--- src/rtl/ahb_arbiter_pkg.sv ---
// ahb_arbiter_pkg: TiniSOC system-bus encodings shared by the AHB arbiter.
// The `define block is the shared bus header. The package mirrors it as typed constants.
// Optional build macro consumed by ahb_arbiter: ARB_ROUND_ROBIN_EN.
`ifndef TINISOC_BUS_DEFS
`define TINISOC_BUS_DEFS
`define TRN_IDLE    2'b00
`define TRN_BUSY    2'b01
`define TRN_NONSEQ  2'b10
`define TRN_SEQ     2'b11
`define BST_SINGLE  3'b000
`define BST_INCR    3'b001
`define BST_WRAP4   3'b010
`define BST_INCR4   3'b011
`define BST_WRAP8   3'b100
`define BST_INCR8   3'b101
`define BST_WRAP16  3'b110
`define BST_INCR16  3'b111
`define MST_1       2'd1
`define MST_2       2'd2
`define MST_DEFAULT `MST_1
`endif

package ahb_arbiter_pkg;

  localparam int unsigned TRANS_W = 2;
  localparam int unsigned BURST_W = 3;
  localparam int unsigned MST_W   = 2;
  localparam int unsigned CNT_W   = 4;

  localparam logic [TRANS_W-1:0] TRN_IDLE   = `TRN_IDLE;
  localparam logic [TRANS_W-1:0] TRN_BUSY   = `TRN_BUSY;
  localparam logic [TRANS_W-1:0] TRN_NONSEQ = `TRN_NONSEQ;
  localparam logic [TRANS_W-1:0] TRN_SEQ    = `TRN_SEQ;

  localparam logic [BURST_W-1:0] BST_SINGLE = `BST_SINGLE;
  localparam logic [BURST_W-1:0] BST_INCR   = `BST_INCR;
  localparam logic [BURST_W-1:0] BST_WRAP4  = `BST_WRAP4;
  localparam logic [BURST_W-1:0] BST_INCR4  = `BST_INCR4;
  localparam logic [BURST_W-1:0] BST_WRAP8  = `BST_WRAP8;
  localparam logic [BURST_W-1:0] BST_INCR8  = `BST_INCR8;
  localparam logic [BURST_W-1:0] BST_WRAP16 = `BST_WRAP16;
  localparam logic [BURST_W-1:0] BST_INCR16 = `BST_INCR16;

  localparam logic [MST_W-1:0] MST_1       = `MST_1;
  localparam logic [MST_W-1:0] MST_2       = `MST_2;
  localparam logic [MST_W-1:0] MST_DEFAULT = `MST_DEFAULT;

  // Remaining SEQ beats after the NONSEQ of a burst; 0 for SINGLE and open-ended INCR
  function automatic logic [CNT_W-1:0] burst_beats_m1(input logic [BURST_W-1:0] hburst);
    case (hburst)
      BST_WRAP4,  BST_INCR4:  return CNT_W'(3);
      BST_WRAP8,  BST_INCR8:  return CNT_W'(7);
      BST_WRAP16, BST_INCR16: return CNT_W'(15);
      BST_SINGLE, BST_INCR:   return CNT_W'(0);
      default:                return CNT_W'(0);
    endcase
  endfunction

endpackage

--- src/rtl/ahb_burst_counter.sv ---
// ahb_burst_counter: tracks remaining beats of the current fixed-length burst so the
// arbiter only hands the bus over between bursts. Also flags an open-ended INCR burst.
module ahb_burst_counter
  import ahb_arbiter_pkg::*;
(
  input  logic               HCLK,
  input  logic               HRESET,
  input  logic [TRANS_W-1:0] HTRANS,
  input  logic [BURST_W-1:0] HBURST,
  input  logic               HREADY,
  output logic               window_open,
  output logic               incr_active
);

  logic [CNT_W-1:0] cnt_q;
  logic [CNT_W-1:0] cnt_nxt;
  logic             incr_nxt;

  // Next beat count from the transfer accepted on this edge
  always_comb begin
    cnt_nxt  = cnt_q;
    incr_nxt = incr_active;
    if (HREADY) begin
      case (HTRANS)
        TRN_NONSEQ: begin
          cnt_nxt  = burst_beats_m1(HBURST);
          incr_nxt = (HBURST == BST_INCR);
        end
        TRN_SEQ: begin
          if (cnt_q != '0) cnt_nxt = cnt_q - CNT_W'(1);
        end
        TRN_IDLE: begin
          // also cancels a burst abandoned after an ERROR response
          cnt_nxt  = '0;
          incr_nxt = 1'b0;
        end
        TRN_BUSY: begin
        end
        default: begin
        end
      endcase
    end
  end

  // Count register; window flag registered alongside it
  always_ff @(posedge HCLK or posedge HRESET) begin
    if (HRESET) begin
      cnt_q       <= '0;
      window_open <= 1'b1;
      incr_active <= 1'b0;
    end else begin
      cnt_q       <= cnt_nxt;
      window_open <= (cnt_nxt == '0);
      incr_active <= incr_nxt;
    end
  end

endmodule

--- src/rtl/ahb_arbiter.sv ---
// ahb_arbiter: two-master AHB arbiter for the TiniSOC system bus. Parks on master 1.
// Build macro ARB_ROUND_ROBIN_EN: round-robin on contention instead of M1 > M2 priority.
module ahb_arbiter
  import ahb_arbiter_pkg::*;
(
  input  logic               HCLK,
  input  logic               HRESET,
  input  logic               HBUSREQ_M1,
  input  logic               HBUSREQ_M2,
  input  logic               HLOCK_M1,
  input  logic               HLOCK_M2,
  input  logic [TRANS_W-1:0] HTRANS,
  input  logic [BURST_W-1:0] HBURST,
  input  logic               HREADY,
  output logic               HGRANT_M1,
  output logic               HGRANT_M2,
  output logic [MST_W-1:0]   HMASTER,
  output logic [MST_W-1:0]   HMASTER_D,
  output logic               HMASTLOCK
);

  logic             window_open;
  logic             incr_active;
  logic [MST_W-1:0] gnt_id;
  logic [MST_W-1:0] gnt_nxt;
  logic             gnt_lock;
  logic             owner_req;
  logic             arb_open;
  logic [MST_W-1:0] contend_win;

  ahb_burst_counter u_burst_counter (
    .HCLK        (HCLK),
    .HRESET      (HRESET),
    .HTRANS      (HTRANS),
    .HBURST      (HBURST),
    .HREADY      (HREADY),
    .window_open (window_open),
    .incr_active (incr_active)
  );

`ifdef ARB_ROUND_ROBIN_EN
  logic [MST_W-1:0] rr_last;
  logic             gnt_req;

  // Request of the granted master, for the round-robin pointer
  always_comb begin
    gnt_req = HGRANT_M2 ? HBUSREQ_M2 : HBUSREQ_M1;
  end

  // Pointer follows ownership moves to a requesting master; parking leaves it alone
  always_ff @(posedge HCLK or posedge HRESET) begin
    if (HRESET) begin
      rr_last <= MST_1;
    end else if (HREADY && (gnt_id != HMASTER) && gnt_req) begin
      rr_last <= gnt_id;
    end
  end

  // Contention winner: the master not most recently given ownership
  always_comb begin
    contend_win = (rr_last == MST_1) ? MST_2 : MST_1;
  end
`else
  // Contention winner: fixed priority M1 over M2
  always_comb begin
    contend_win = MST_1;
  end
`endif

  // Handover window and next-grant selection
  always_comb begin
    gnt_id    = HGRANT_M2 ? MST_2 : MST_1;
    owner_req = (HMASTER == MST_2) ? HBUSREQ_M2 : HBUSREQ_M1;
    gnt_lock  = HGRANT_M2 ? (HLOCK_M2 & HBUSREQ_M2) : (HLOCK_M1 & HBUSREQ_M1);
    arb_open  = window_open && !HMASTLOCK && !(incr_active && owner_req);
    gnt_nxt   = gnt_id;
    if (arb_open) begin
      case ({HBUSREQ_M1, HBUSREQ_M2})
        2'b10:   gnt_nxt = MST_1;
        2'b01:   gnt_nxt = MST_2;
        2'b11:   gnt_nxt = contend_win;
        default: gnt_nxt = MST_DEFAULT;
      endcase
    end
  end

  // Grant, address/data owner and lock registers
  always_ff @(posedge HCLK or posedge HRESET) begin
    if (HRESET) begin
      HGRANT_M1 <= 1'b1;
      HGRANT_M2 <= 1'b0;
      HMASTER   <= MST_DEFAULT;
      HMASTER_D <= MST_DEFAULT;
      HMASTLOCK <= 1'b0;
    end else begin
      HGRANT_M1 <= (gnt_nxt != MST_2);
      HGRANT_M2 <= (gnt_nxt == MST_2);
      if (HREADY) begin
        HMASTER   <= gnt_id;
        HMASTER_D <= HMASTER;
        HMASTLOCK <= gnt_lock;
      end
    end
  end

endmodule
--- config.mk ---
export PLATFORM = sky130hd
export DESIGN_NAME = ahb_arbiter
export DESIGN_NICKNAME = d
export VERILOG_FILES = /design/src/rtl/ahb_arbiter_pkg.sv /design/src/rtl/ahb_burst_counter.sv /design/src/rtl/ahb_arbiter.sv
export SDC_FILE = /design/constraint.sdc
export NUM_CORES = 1
export LEC_CHECK = 0
export CORE_MARGIN = 4
export CORE_UTILIZATION = 41
export DETAILED_ROUTE_END_ITERATION = 8
export MAX_ROUTING_LAYER = met4
export PLACE_DENSITY_LB_ADDON = 0.08
export RECOVER_POWER = 25
export SLEW_MARGIN = 20
export SYNTH_ARGS = -nofsm -noshare
export SYNTH_HDL_FRONTEND = slang
export SYNTH_SLANG_ARGS = --single-unit
--- constraint.sdc ---
create_clock -name HCLK -period 1.6 [get_ports HCLK]
set_input_delay 0.16 -clock HCLK [delete_from_list [all_inputs] [get_ports HCLK]]
set_output_delay 0.16 -clock HCLK [all_outputs]
set_load 0.02 [all_outputs]
==> metrics, run 1 <==
sequential power share=39.6%; top-area cell type share of the netlist area=32.9%; fmax=0.612 GHz; failing checks=negative setup slack; cell count after synthesis=67; Tcrit/Tclk final=102%; initial antenna violation count=0; CP Class=flop to flop; static leakage=0.528 nW; vias in the first global route=591; most frequent cells after synthesis=dfrtp_1 (9), inv_1 (6), nand2_1 (5); Syn Nets=80; fillcell total=115; Clk pwr share=15.2%; H-tree depth=1; die area=2390 um2; Post-CTS Setup Repair Bufs=0; Worst Path Max Fanout=2; status=finished with violations; global route overflow=0; worst-case reg-to-reg path depth=4; Max-Cap Viols=0; clk root buf=clkbuf_4; Hold WC Path Type=primary input to asynchronous set/reset pin; fin. max-slew vios=0; Row Count=14; fin crit period=1630 ps; Final nets=118; clk buf depth=2; diode count=0; distinct cell type count after synthesis=29; Yosys warning count=0; Clock transition at path regs=80 ps; Syn Std Cell Area=684 um2; Starting DRT DRC Count=10; Avg Vias per Cell=5.20; Post-synth EDFFs=0; post-DP HPWL=1240 um; sequential cell area=330 um2; DRT Pass-1 Iters=4; area leader, netlist=dfrtp_1; P_int=0.000877 W; core area=1540 um2; GPL Wtd Cong=0.863; pwr/cell area=1220 nW/um2; Critical Path Sink Type=flop; final WL=1640 um; startpoint types=flop; top cells by area, synth=dfrtp_1 (33%), dfstp_2 (15%), mux2_2 (4.9%); Primary FF master, synth=dfrtp_1; hold buffers post-CTS=0; most instantiated library cell after synthesis=dfrtp_1; Top Ports=19; sequential share of the synthesized area=48.3%; reg-to-reg startpoint=HMASTER[0]$_DFFE_PP1P_; Finished Layout Cells=120; Switch Pwr=0.000435 W; PnR worst setup slack=-32.8 ps; setup TNS=-32.8 ps; dpl ws=-67.7 ps; clk sinks=13; area of the multi-input gates=360 um2; worst skew pair latency=280 ps; R2R Setup Slk=-30 ps; CTS buffer count=3; peak supply drop=0.00116 V; max_slew headroom=67.9%; required time worst endpoint=1770 ps; final setup fails=1; routed via count=624; Initial Util=44.4%; total global routing track utilization=14.9%; Switching Fraction=33.1%; Critical Path AT=1800 ps; Hold Fails Final Rpt=0; largest net degree at the start of global routing=14; Syn-to-layout area delta=57.0%; Syn Area/Cell=10.2 um2; Cells after DPL=116; Tightest Pin Transition=481 ps; CTS tree=done; detailed-route DRC error count=0; Comb power frac=45.2%; DR WL/cell=13.6 um; share of cells above drive strength 1=36.5%; die height=48.9 um; Setup Skew=5.10 ps; Synth Register Bits=13; Reg2Reg Capture Point=HGRANT_M2$_DFF_PP0_; async set-reset flop share out of synthesis=100%; RSZ-0062 raised after global routing=true; first-pass GRT wire length=2600 um; die width=48.9 um; IO buf count=18; DRT antenna net count=0
==> repair_timing <==
item,in CTS,in global routing
endpoints found under the setup margin,3,5
pin swaps,0,4
resized for setup,2,10
hold endpoints to repair,0,0
==> stage by stage <==
| stage | hold WS [ps] | total power [W] | instance area, um2 | utilization, % |
|---|---|---|---|---|
| 2_1_floorplan | 34.1 | 0.000802 | 696 | - |
| 3_3_place_gp | 481 | 0.00109 | 1010 | 65.7 |
| 3_5_place_dp | 492 | 0.00109 | 1010 | 65.7 |
| 4_1_cts | 203 | 0.00130 | 1040 | 67.7 |
| 5_1_grt | 357 | 0.00141 | 1070 | 69.7 |
| 6_report | 330 | 0.00131 | 1070 | 69.7 |
==> power groups by stage <==
stage | Clock [W] | Combinational, W | Sequential [W]
after CTS | 0.000213 | 0.000569 | 0.000519
after global routing | 0.000239 | 0.000641 | 0.000535
after floorplan | 0 | 0.000201 | 0.000600
after global placement | 0 | 0.000565 | 0.000521
after detailed placement | 0 | 0.000570 | 0.000524
final | 0.000199 | 0.000593 | 0.000520
==> critical path, stage by stage, from the launching register on <==
cell and delay (ps):
dfstp_2 540, nand2b_4 120, mux2_4 290, a211o_1 290, mux2_4 300
==> cell usage in the layout (no fill, tap or decap), types with 3 or more instances in the layout <==
cell type,synthesis,routed
buf_4,0,16
clkdlybuf4s50_1,0,14
dfrtp_1,9,9
nand2_1,5,5
inv_1,6,5
dfstp_2,4,4
o21ai_0,4,4
nor2_1,4,3
mux2_2,3,3
o211ai_1,3,3
clkbuf_4,0,3
==> worst max-delay path by stage <==
stage                                                       end  cells after the start              startpoint
after floorplan                             HGRANT_M2$_DFF_PP0_                      4  HMASTER[0]$_DFFE_PP1P_
after global placement       u_burst_counter.cnt_q[1]$_DFF_PP0_                      5               HTRANS[1]
after detailed placement  u_burst_counter.window_open$_DFF_PP1_                      5               HTRANS[0]
after CTS                                   HGRANT_M2$_DFF_PP0_                      4  HMASTER[0]$_DFFE_PP1P_
after global routing                        HGRANT_M2$_DFF_PP0_                      4  HMASTER[0]$_DFFE_PP1P_
final                                       HGRANT_M2$_DFF_PP0_                      4  HMASTER[0]$_DFFE_PP1P_
==> per-layer routing <==
metal / vias up / GRT usage [%] / routed length (um)
met5: - / - / 0
met2: 8 / 21.5 / 824
li1: 319 / - / -
met4: 0 / 9.42 / 41
met1: 292 / 17.8 / 698
met3: 5 / 4.89 / 70
==> area by class of cell <==
class,count,area share (%)
multi-input combinational,46,33.5
sequential,13,30.7
timing repair buffer,35,29.3
clock buffer,4,2.44
inverter,6,2.10
tap,16,1.86
==> registers in the layout, summed over array words and instances (netlist names) <==
register / flops
u_burst_counter.cnt_q: 4
HMASTER: 2
HMASTER_D: 2
HGRANT_M1: 1
HGRANT_M2: 1
HMASTLOCK: 1
u_burst_counter.incr_active: 1
u_burst_counter.window_open: 1
==> cells by family (layout without fill, tap and decap cells) <==
group	count (synthesis)	after routing	synth area share, %
buffers and inverters	8	45	4.75
adder cells (fa/ha/maj)	1	1	1.83
AO/OA/AOI/OAI	15	15	15.4
multiplexers	6	6	10.2
AND/OR/NAND/NOR	24	24	19.6
flip-flops	13	13	48.3
Power figures use the tool's default switching activity.
==> inputs of run 2 (changes only) <==
- SLEW_MARGIN: 20 -> not set
==> results of run 2 <==
No change in the layout: final DEF, timing and power equal those of run 1.
==> inputs of run 3 (changes only) <==
- ABC_CLOCK_PERIOD_IN_PS: not set -> 1600
==> results of run 3 <==
No change in the layout: final DEF, timing and power equal those of run 1.
